[config.mk]
export PLATFORM = sky130hd
export DESIGN_NAME = pc_fetch_unit_flat
export DESIGN_NICKNAME = d
export VERILOG_FILES = /design/src/rtl/pc_fetch_unit_if.sv /design/src/rtl/pc_fetch_unit.sv /design/src/flat_wrapper.sv
export SDC_FILE = /design/constraint.sdc
export NUM_CORES = 1
export LEC_CHECK = 0
export CORE_AREA = 2 2 86 88
export CTS_CLUSTER_SIZE = 24
export DETAILED_ROUTE_END_ITERATION = 8
export DIE_AREA = 0 0 88 90
export GPL_TIMING_DRIVEN = 0
export SETUP_SLACK_MARGIN = 0.3
export SKIP_LAST_GASP = 1
export SLEW_MARGIN = 20
export SYNTH_ARGS = -nofsm -noshare
export SYNTH_HDL_FRONTEND = slang
export SYNTH_SLANG_ARGS = --single-unit
[constraint.sdc]
create_clock -name clk -period 3.05 [get_ports clk]
set_input_delay 0.61 -clock clk [delete_from_list [all_inputs] [get_ports clk]]
set_output_delay 0.61 -clock clk [all_outputs]
set_load 0.005 [all_outputs]
[src/rtl/pc_fetch_unit_if.sv]
// pc_fetch_unit_if: handshake bundle between the fetch unit and its controller.
// The master side drives the per-instruction control inputs and observes the PC
// and status. The slave side is the fetch unit itself.
interface pc_fetch_unit_if #(
   parameter int PC_W  = 10,
   parameter int CNT_W = 32
);
   logic             en;
   logic             branch;
   logic             zero;
   logic [31:0]      imm;
   logic             halt_req;
   logic [PC_W-1:0]  pc;
   logic             pc_valid;
   logic             halted;
   logic [CNT_W-1:0] retired;
   logic             fault;

   modport master (
      output en, branch, zero, imm, halt_req,
      input  pc, pc_valid, halted, retired, fault
   );

   modport slave (
      input  en, branch, zero, imm, halt_req,
      output pc, pc_valid, halted, retired, fault
   );
endinterface

[src/rtl/pc_fetch_unit.sv]
// pc_fetch_unit: program-counter stage feeding the instruction memory.
// The PC is word-indexed. Each enabled cycle in RUN retires one instruction
// and advances the PC, either sequentially or by a taken branch (branch & zero).
// Optional feature, macro PC_TRAP_EN: a taken branch whose byte offset is not
// word aligned traps into FAULT instead of retiring.
module pc_fetch_unit #(
   parameter int PC_W     = 10,
   parameter int RESET_PC = 0,
   parameter int CNT_W    = 32
) (
   input logic          clk,
   input logic          rst,
   pc_fetch_unit_if.slave bus
);

`ifdef PC_TRAP_EN
   typedef enum logic [1:0] {ST_BOOT, ST_RUN, ST_HALT, ST_FAULT} state_t;
`else
   typedef enum logic [1:0] {ST_BOOT, ST_RUN, ST_HALT} state_t;
`endif

   state_t           state_q, state_d;
   logic [PC_W-1:0]  pc_q, pc_d;
   logic [CNT_W-1:0] retired_q, retired_d;

   logic             taken;
   logic [PC_W-1:0]  br_offset;
   logic             unused_imm;

   // The immediate is a byte offset; its word part is bits [PC_W+1:2].
   assign taken      = bus.branch & bus.zero;
   assign br_offset  = bus.imm[PC_W+1:2];
   assign unused_imm = ^{bus.imm[31:PC_W+2], bus.imm[1:0]};

   // State, PC and counter registers; reset overrides every state.
   always_ff @(posedge clk) begin
      if (rst) begin
         state_q   <= ST_BOOT;
         pc_q      <= PC_W'(RESET_PC);
         retired_q <= '0;
      end else begin
         state_q   <= state_d;
         pc_q      <= pc_d;
         retired_q <= retired_d;
      end
   end

   // Next-state, next-PC and retire logic; halt beats trap beats branch.
   always_comb begin
      state_d   = state_q;
      pc_d      = pc_q;
      retired_d = retired_q;
      case (state_q)
         ST_BOOT: state_d = ST_RUN;
         ST_RUN: begin
            if (bus.en) begin
               if (bus.halt_req) begin
                  retired_d = retired_q + CNT_W'(1);
                  state_d   = ST_HALT;
               end
`ifdef PC_TRAP_EN
               else if (taken && (bus.imm[1:0] != 2'b00)) begin
                  state_d = ST_FAULT;
               end
`endif
               else begin
                  retired_d = retired_q + CNT_W'(1);
                  pc_d      = taken ? (pc_q + br_offset) : (pc_q + PC_W'(1));
               end
            end
         end
         default: ;
      endcase
   end

   assign bus.pc       = pc_q;
   assign bus.pc_valid = (state_q == ST_RUN);
   assign bus.retired  = retired_q;
`ifdef PC_TRAP_EN
   assign bus.fault    = (state_q == ST_FAULT);
   assign bus.halted   = (state_q == ST_HALT) || (state_q == ST_FAULT);
`else
   assign bus.fault    = 1'b0;
   assign bus.halted   = (state_q == ST_HALT);
`endif

endmodule
[src/flat_wrapper.sv]
// flat-port wrapper written by rule: the top's interface ports become plain ports
module pc_fetch_unit_flat 
#(
   parameter int PC_W     = 10,
   parameter int RESET_PC = 0,
   parameter int CNT_W    = 32
)
  (clk, rst, bus_en, bus_branch, bus_zero, bus_imm, bus_halt_req, bus_pc, bus_pc_valid, bus_halted, bus_retired, bus_fault);
  pc_fetch_unit_if #(.PC_W(PC_W), .CNT_W(CNT_W)) bus_i ();
  input logic clk;
  input logic rst;
  input wire logic [$bits(bus_i.en)-1:0] bus_en;
  input wire logic [$bits(bus_i.branch)-1:0] bus_branch;
  input wire logic [$bits(bus_i.zero)-1:0] bus_zero;
  input wire logic [$bits(bus_i.imm)-1:0] bus_imm;
  input wire logic [$bits(bus_i.halt_req)-1:0] bus_halt_req;
  output wire logic [$bits(bus_i.pc)-1:0] bus_pc;
  output wire logic [$bits(bus_i.pc_valid)-1:0] bus_pc_valid;
  output wire logic [$bits(bus_i.halted)-1:0] bus_halted;
  output wire logic [$bits(bus_i.retired)-1:0] bus_retired;
  output wire logic [$bits(bus_i.fault)-1:0] bus_fault;
  assign bus_i.en = bus_en;
  assign bus_i.branch = bus_branch;
  assign bus_i.zero = bus_zero;
  assign bus_i.imm = bus_imm;
  assign bus_i.halt_req = bus_halt_req;
  assign bus_pc = bus_i.pc;
  assign bus_pc_valid = bus_i.pc_valid;
  assign bus_halted = bus_i.halted;
  assign bus_retired = bus_i.retired;
  assign bus_fault = bus_i.fault;
  pc_fetch_unit #(.PC_W(PC_W), .RESET_PC(RESET_PC), .CNT_W(CNT_W)) u_core (.clk(clk), .rst(rst), .bus(bus_i));
endmodule
# After elaboration in Yosys (flattened, before gate mapping)
# Cells that the tools add are included.
# totals
input_bits	38
out_inout_bits	45
memories	0
elab_cells	21
latch_bits	0
rom_bits	0
mem_bits_rw	0
ff_bits	44
# op_classes
n_eq_ne	4
reduce_logical	5
addsub	3
div	0
order_cmp	0
n_mux	4
multipliers	0
n_bitwise	2
shifts	0
# op_table
operator	count
$add 32x1->32 const B	1
$add 10x1->10 const B	1
$add 10x10->10	1
$mux 10	1
$reduce_and 3->1	2
$mux 2	2
$ne 2x2->1 const B	2
$pmux 2 s2	1
$eq 2x1->1 const B	1
$eq 2x2->1 const B	1
$logic_not 2->1	1
$reduce_and 2->1	1
$reduce_bool 2->1	1
$and 1x1->1	1
$not 1->1	1

# Depth between registers and ports, before layout
# depth
ltp_word	3
ltp_mapped	10
ltp_nobuf	9

# Worst setup path after synthesis
# Ideal clock, no wire load.
# synth_timing
kind	input to register
startpoint	in bus_branch
endpoint	reg u_core.pc_q[9] (netlist: u_core.bus.pc[9])
arrival_ps	2233
setup_time_ps	124
path_slack_ps	694
path_stages	9
required_ps	2926
n_path_buf	1
path_cell_list	clkbuf_1 > nand3_1 > inv_1 > ha_1 > a211oi_1 > o21bai_1 > o2111ai_1 > mux2i_1 > nand3_1
# synth_between
elab_chain_cells	2
# synth_rtl
element	line	source
start, declared	flat_wrapper.sv:13	input wire logic [$bits(bus_i.branch)-1:0] bus_branch;
$and 1x1->1	pc_fetch_unit.sv:31	assign taken = bus.branch & bus.zero;
$mux 10	pc_fetch_unit.sv:68	pc_d = taken ? (pc_q + br_offset) : (pc_q + PC_W'(1));
end signal, assigned	pc_fetch_unit.sv:39	pc_q <= PC_W'(RESET_PC);
end signal, assigned	pc_fetch_unit.sv:43	pc_q <= pc_d;
end, declared	pc_fetch_unit.sv:23	logic [PC_W-1:0] pc_q, pc_d;
# No other way between the ends.
# A chain may end at the register's enable or synchronous reset.

# Worst setup path after layout
# layout_timing
startpoint	in bus_branch
endpoint	reg u_core.pc_q[6] (netlist: u_core.bus.pc[6])
# The elaborated chain is that of the path after synthesis.

==> qor.yml <==
run_status:
  run_status: "complete, no violations"
synth:
  synth_largest_area_cell: "dfxtp_1"
  synth_adder_area_share_pct: 6.03
  netlist.area_leader.share_pct: 36.6
  syn-cell-area_sq_um: 2410
  yosys.area_share.xor_xnor_pct: 9.10
  yosysMostFrequentCell: "dfxtp_1"
  ys_top_cells_by_area: "dfxtp_1 37%, xor2_1 6.9%, ha_1 5.2%"
  synth_mux_area_share_pct: 0.832
  synth_nets: 339
  seq_area_frac_synth_pct: 36.6
  synth-seq-cells: 44
  synth_compound_area_share_pct: 12.4
  ys_warn_count: 0
  synth_top_family_by_area: "simple AND/OR/NAND/NOR gates"
  synth.distinct_cells: 47
  synth_edf_count: 0
  syn_area_per_cell_sq_um: 8.30
  ys.flop_type: "dfxtp_1"
  ys_async_sr_fraction_pct: 0
  yosys-top-cells-count: "44 x dfxtp_1, 31 x nor2_1, 21 x nand2_1"
  synth-simple-area-share_pct: 31.1
  netlist_instances: 290
pwr:
  switching_share_pct: 20.6
  powerDensity_nw_per_um2: 399
  vdd_drop_max_v: 0.000228
  pwr-share-seq_pct: 44.7
  p_leak_nw: 1.26
  p_comb_share_pct: 8.2
  switchingPower_mw: 0.272
  power_frac_clock_pct: 47.1
  intPower_mw: 1.05
drt:
  num_vias: 2250
  postRouteAntennaNets: 0
  via_per_inst: 4.92
  wire_per_inst_microns: 12.8
  first_pass_iters: 4
  drt_iter0_markers: 92
  drc: 0
  wl_microns: 5840
timing:
  clock_skew_ps: 7.46
  finalCritPeriodShare_pct: 83.6
  drv_slew: 0
  min_period_ps: 2550
  setup_ws_ps: 500
  tightest_slew_ps: 620
  hold_viol_final: 0
  max_freq_mhz: 392
  setup_violations: 0
  setup-tns-final_ps: 0
  relSlewSlack_pct: 58.7
  rsz0062_at_grt: "false"
place:
  hpwlAfterDp_microns: 4340
  place_congestion: 0.815
  place_inst: 448
  place_area_sq_um: 3120
  pre_cts_ws_ps: -139
  io_buffer_count: 59
global_route:
  grt_use_total_pct: 15.5
  antenna_found_initial: 0
  grt_pass1_vias: 2180
  grt_first_pass_wirelength_microns: 10100
  grt-ovfl-total: 0
  grt_max_degree: 15
worst_setup_path:
  cp-start-kind: "primary input"
  crit_fanout: 10
  crit_chain: "clkdlybuf4s50_1 > buf_2 > nand3b_1 > ha_2 > inv_1 > fa_2 > nor2b_1 > o21a_1 > nor2_1 > o211a_1 > a211o_1"
  cp.arrival_ps: 2750
  cp-end-kind: "register"
  r2r_end: "u_core.bus.retired[30]"
  reg2reg_from: "u_core.bus.retired[0]"
  cp_num_buf_inv: 3
  cp.depth: 11
  crit_family: "compound AO/OA/AOI/OAI gates"
  reg2regPathDepth: 7
  crit_slowest_cell: "clkdlybuf4s50_1"
  cpPeakStageDelay_ps: 410
  crit_type: "primary input to register"
  critPathRequiredTime_ps: 3250
  ff2ff_setup_slack_ps: 950
die:
  num_rows: 31
  initial_core_util_pct: 34.3
  dieArea_sq_um: 7920
  fp.dieH_microns: 90
  die_w_microns: 88
  io_pins: 83
  design.core.area_sq_um: 7020
cells_and_area:
  diodes: 0
  instances_no_fill: 457
  fill_cells: 689
  stdcell_area_sq_um: 3310
  final_nets: 406
  drive_above_1_share_pct: 7.26
  final_util_pct: 47.1
  synthToLayoutAreaGrowth_pct: 37.4
clock_network:
  clockBufferDepth: 2
  cts_tree: "done"
  clkSinkCount: 44
  root_buffer: "clkbuf_8"
  numCtsBuffers: 5
  clk_latency_ps: 300
  clkTransAtPathRegs_ps: 90
  htree_num_levels: 2
worst_hold_path:
  min_to: "u_core.bus.pc[2]"
  hp-start: "u_core.bus.pc[2]"
  whs_path_depth: 2
  hold_path.class: "register to register"
flow_run:
  cap_violations: 0
## stage by stage
stage	hold slack [ps]	power [mW]
after detailed placement	474	0.711
after global placement	465	0.709
after floorplan	465	0.658
final	490	1.32
after CTS	487	1.33
after global routing	501	1.37
## layer usage
| metal | track usage, % | share of wire [%] |
|---|---|---|
| met5 | 0 | 0 |
| met1 | 20.6 | 47 |
| met4 | 3.46 | 1.0 |
| met3 | 3.95 | 5.6 |
| met2 | 25.1 | 46 |
## sequential cells by signal (all words and copies together), names as in the netlist
register,count
u_core.state_q,2
u_core.bus.retired,32
u_core.bus.pc,10
## worst max-delay path by stage
stage	startpoint	end	slack (ps)
after floorplan	bus_branch	u_core.bus.pc[9]	690
after global placement	bus_branch	u_core.bus.pc[9]	-120
after detailed placement	bus_branch	u_core.bus.pc[9]	-140
after CTS	bus_branch	u_core.bus.pc[9]	320
after global routing	bus_zero	u_core.bus.pc[9]	330
final	bus_branch	u_core.bus.pc[6]	500
## area by class of cell
type,count,area (sq um),share of cell area (%)
multi-input cells,225,1450,43.9
flip-flops and latches,44,881,26.6
repair buffers,60,598,18.1
well taps,99,124,3.75
clock inverters,3,90.1,2.72
plain buffers,15,72.6,2.19
clock buffers,5,68.8,2.08
inverters,6,22.5,0.681
## worst register-to-register path: stages (launching register included)
cell	delay, ps
dfxtp_1	400
ha_1	190
nand2_1	60
nor3_1	460
clkbuf_1	440
nand4_1	190
xnor2_1	180
nor2_1	60
## what timing repair did
item	4_1_cts	5_1_grt
endpoints found under the setup margin	1	3
gates resized for setup	2	6
pin swaps	0	0
hold buffers	0	0
buffers inserted	0	1
## kinds of logic (layout without fill, tap and decap cells)
kind of cell,Yosys count,after routing
mux,2,2
xor+xnor,25,25
simple gates,137,137
compound gates,49,49
other cells,1,1
flops,44,44
buf+inv,21,89
fa+ha+maj,11,11
## power groups by stage
stage / Clock, mW / Combinational (mW) / Sequential [mW]
6_report: 0.622 / 0.109 / 0.590
2_1_floorplan: 0 / 0.0561 / 0.602
3_3_place_gp: 0 / 0.106 / 0.603
5_1_grt: 0.656 / 0.122 / 0.591
3_5_place_dp: 0 / 0.108 / 0.603
4_1_cts: 0.635 / 0.109 / 0.590
## placed cells by master (no fill, tap or decap), types with 3 or more instances in the layout
| master | n |
|---|---|
| o21ai_0 | 13 |
| nand4_1 | 10 |
| bufinv_16 | 3 |
| a211o_1 | 3 |
| and3_1 | 14 |
| a21oi_1 | 18 |
| nor3_1 | 9 |
| or3_1 | 8 |
| nor2_1 | 31 |
| clkbuf_8 | 5 |
| clkbuf_1 | 9 |
| nand3_1 | 17 |
| and4_1 | 4 |
| dfxtp_1 | 44 |
| nand2_1 | 21 |
| buf_2 | 4 |
| xor2_1 | 19 |
| clkdlybuf4s50_1 | 59 |
| ha_1 | 9 |
| inv_1 | 6 |
| nand3b_1 | 6 |
| xnor2_1 | 6 |
(Power assumes the default switching activity.)
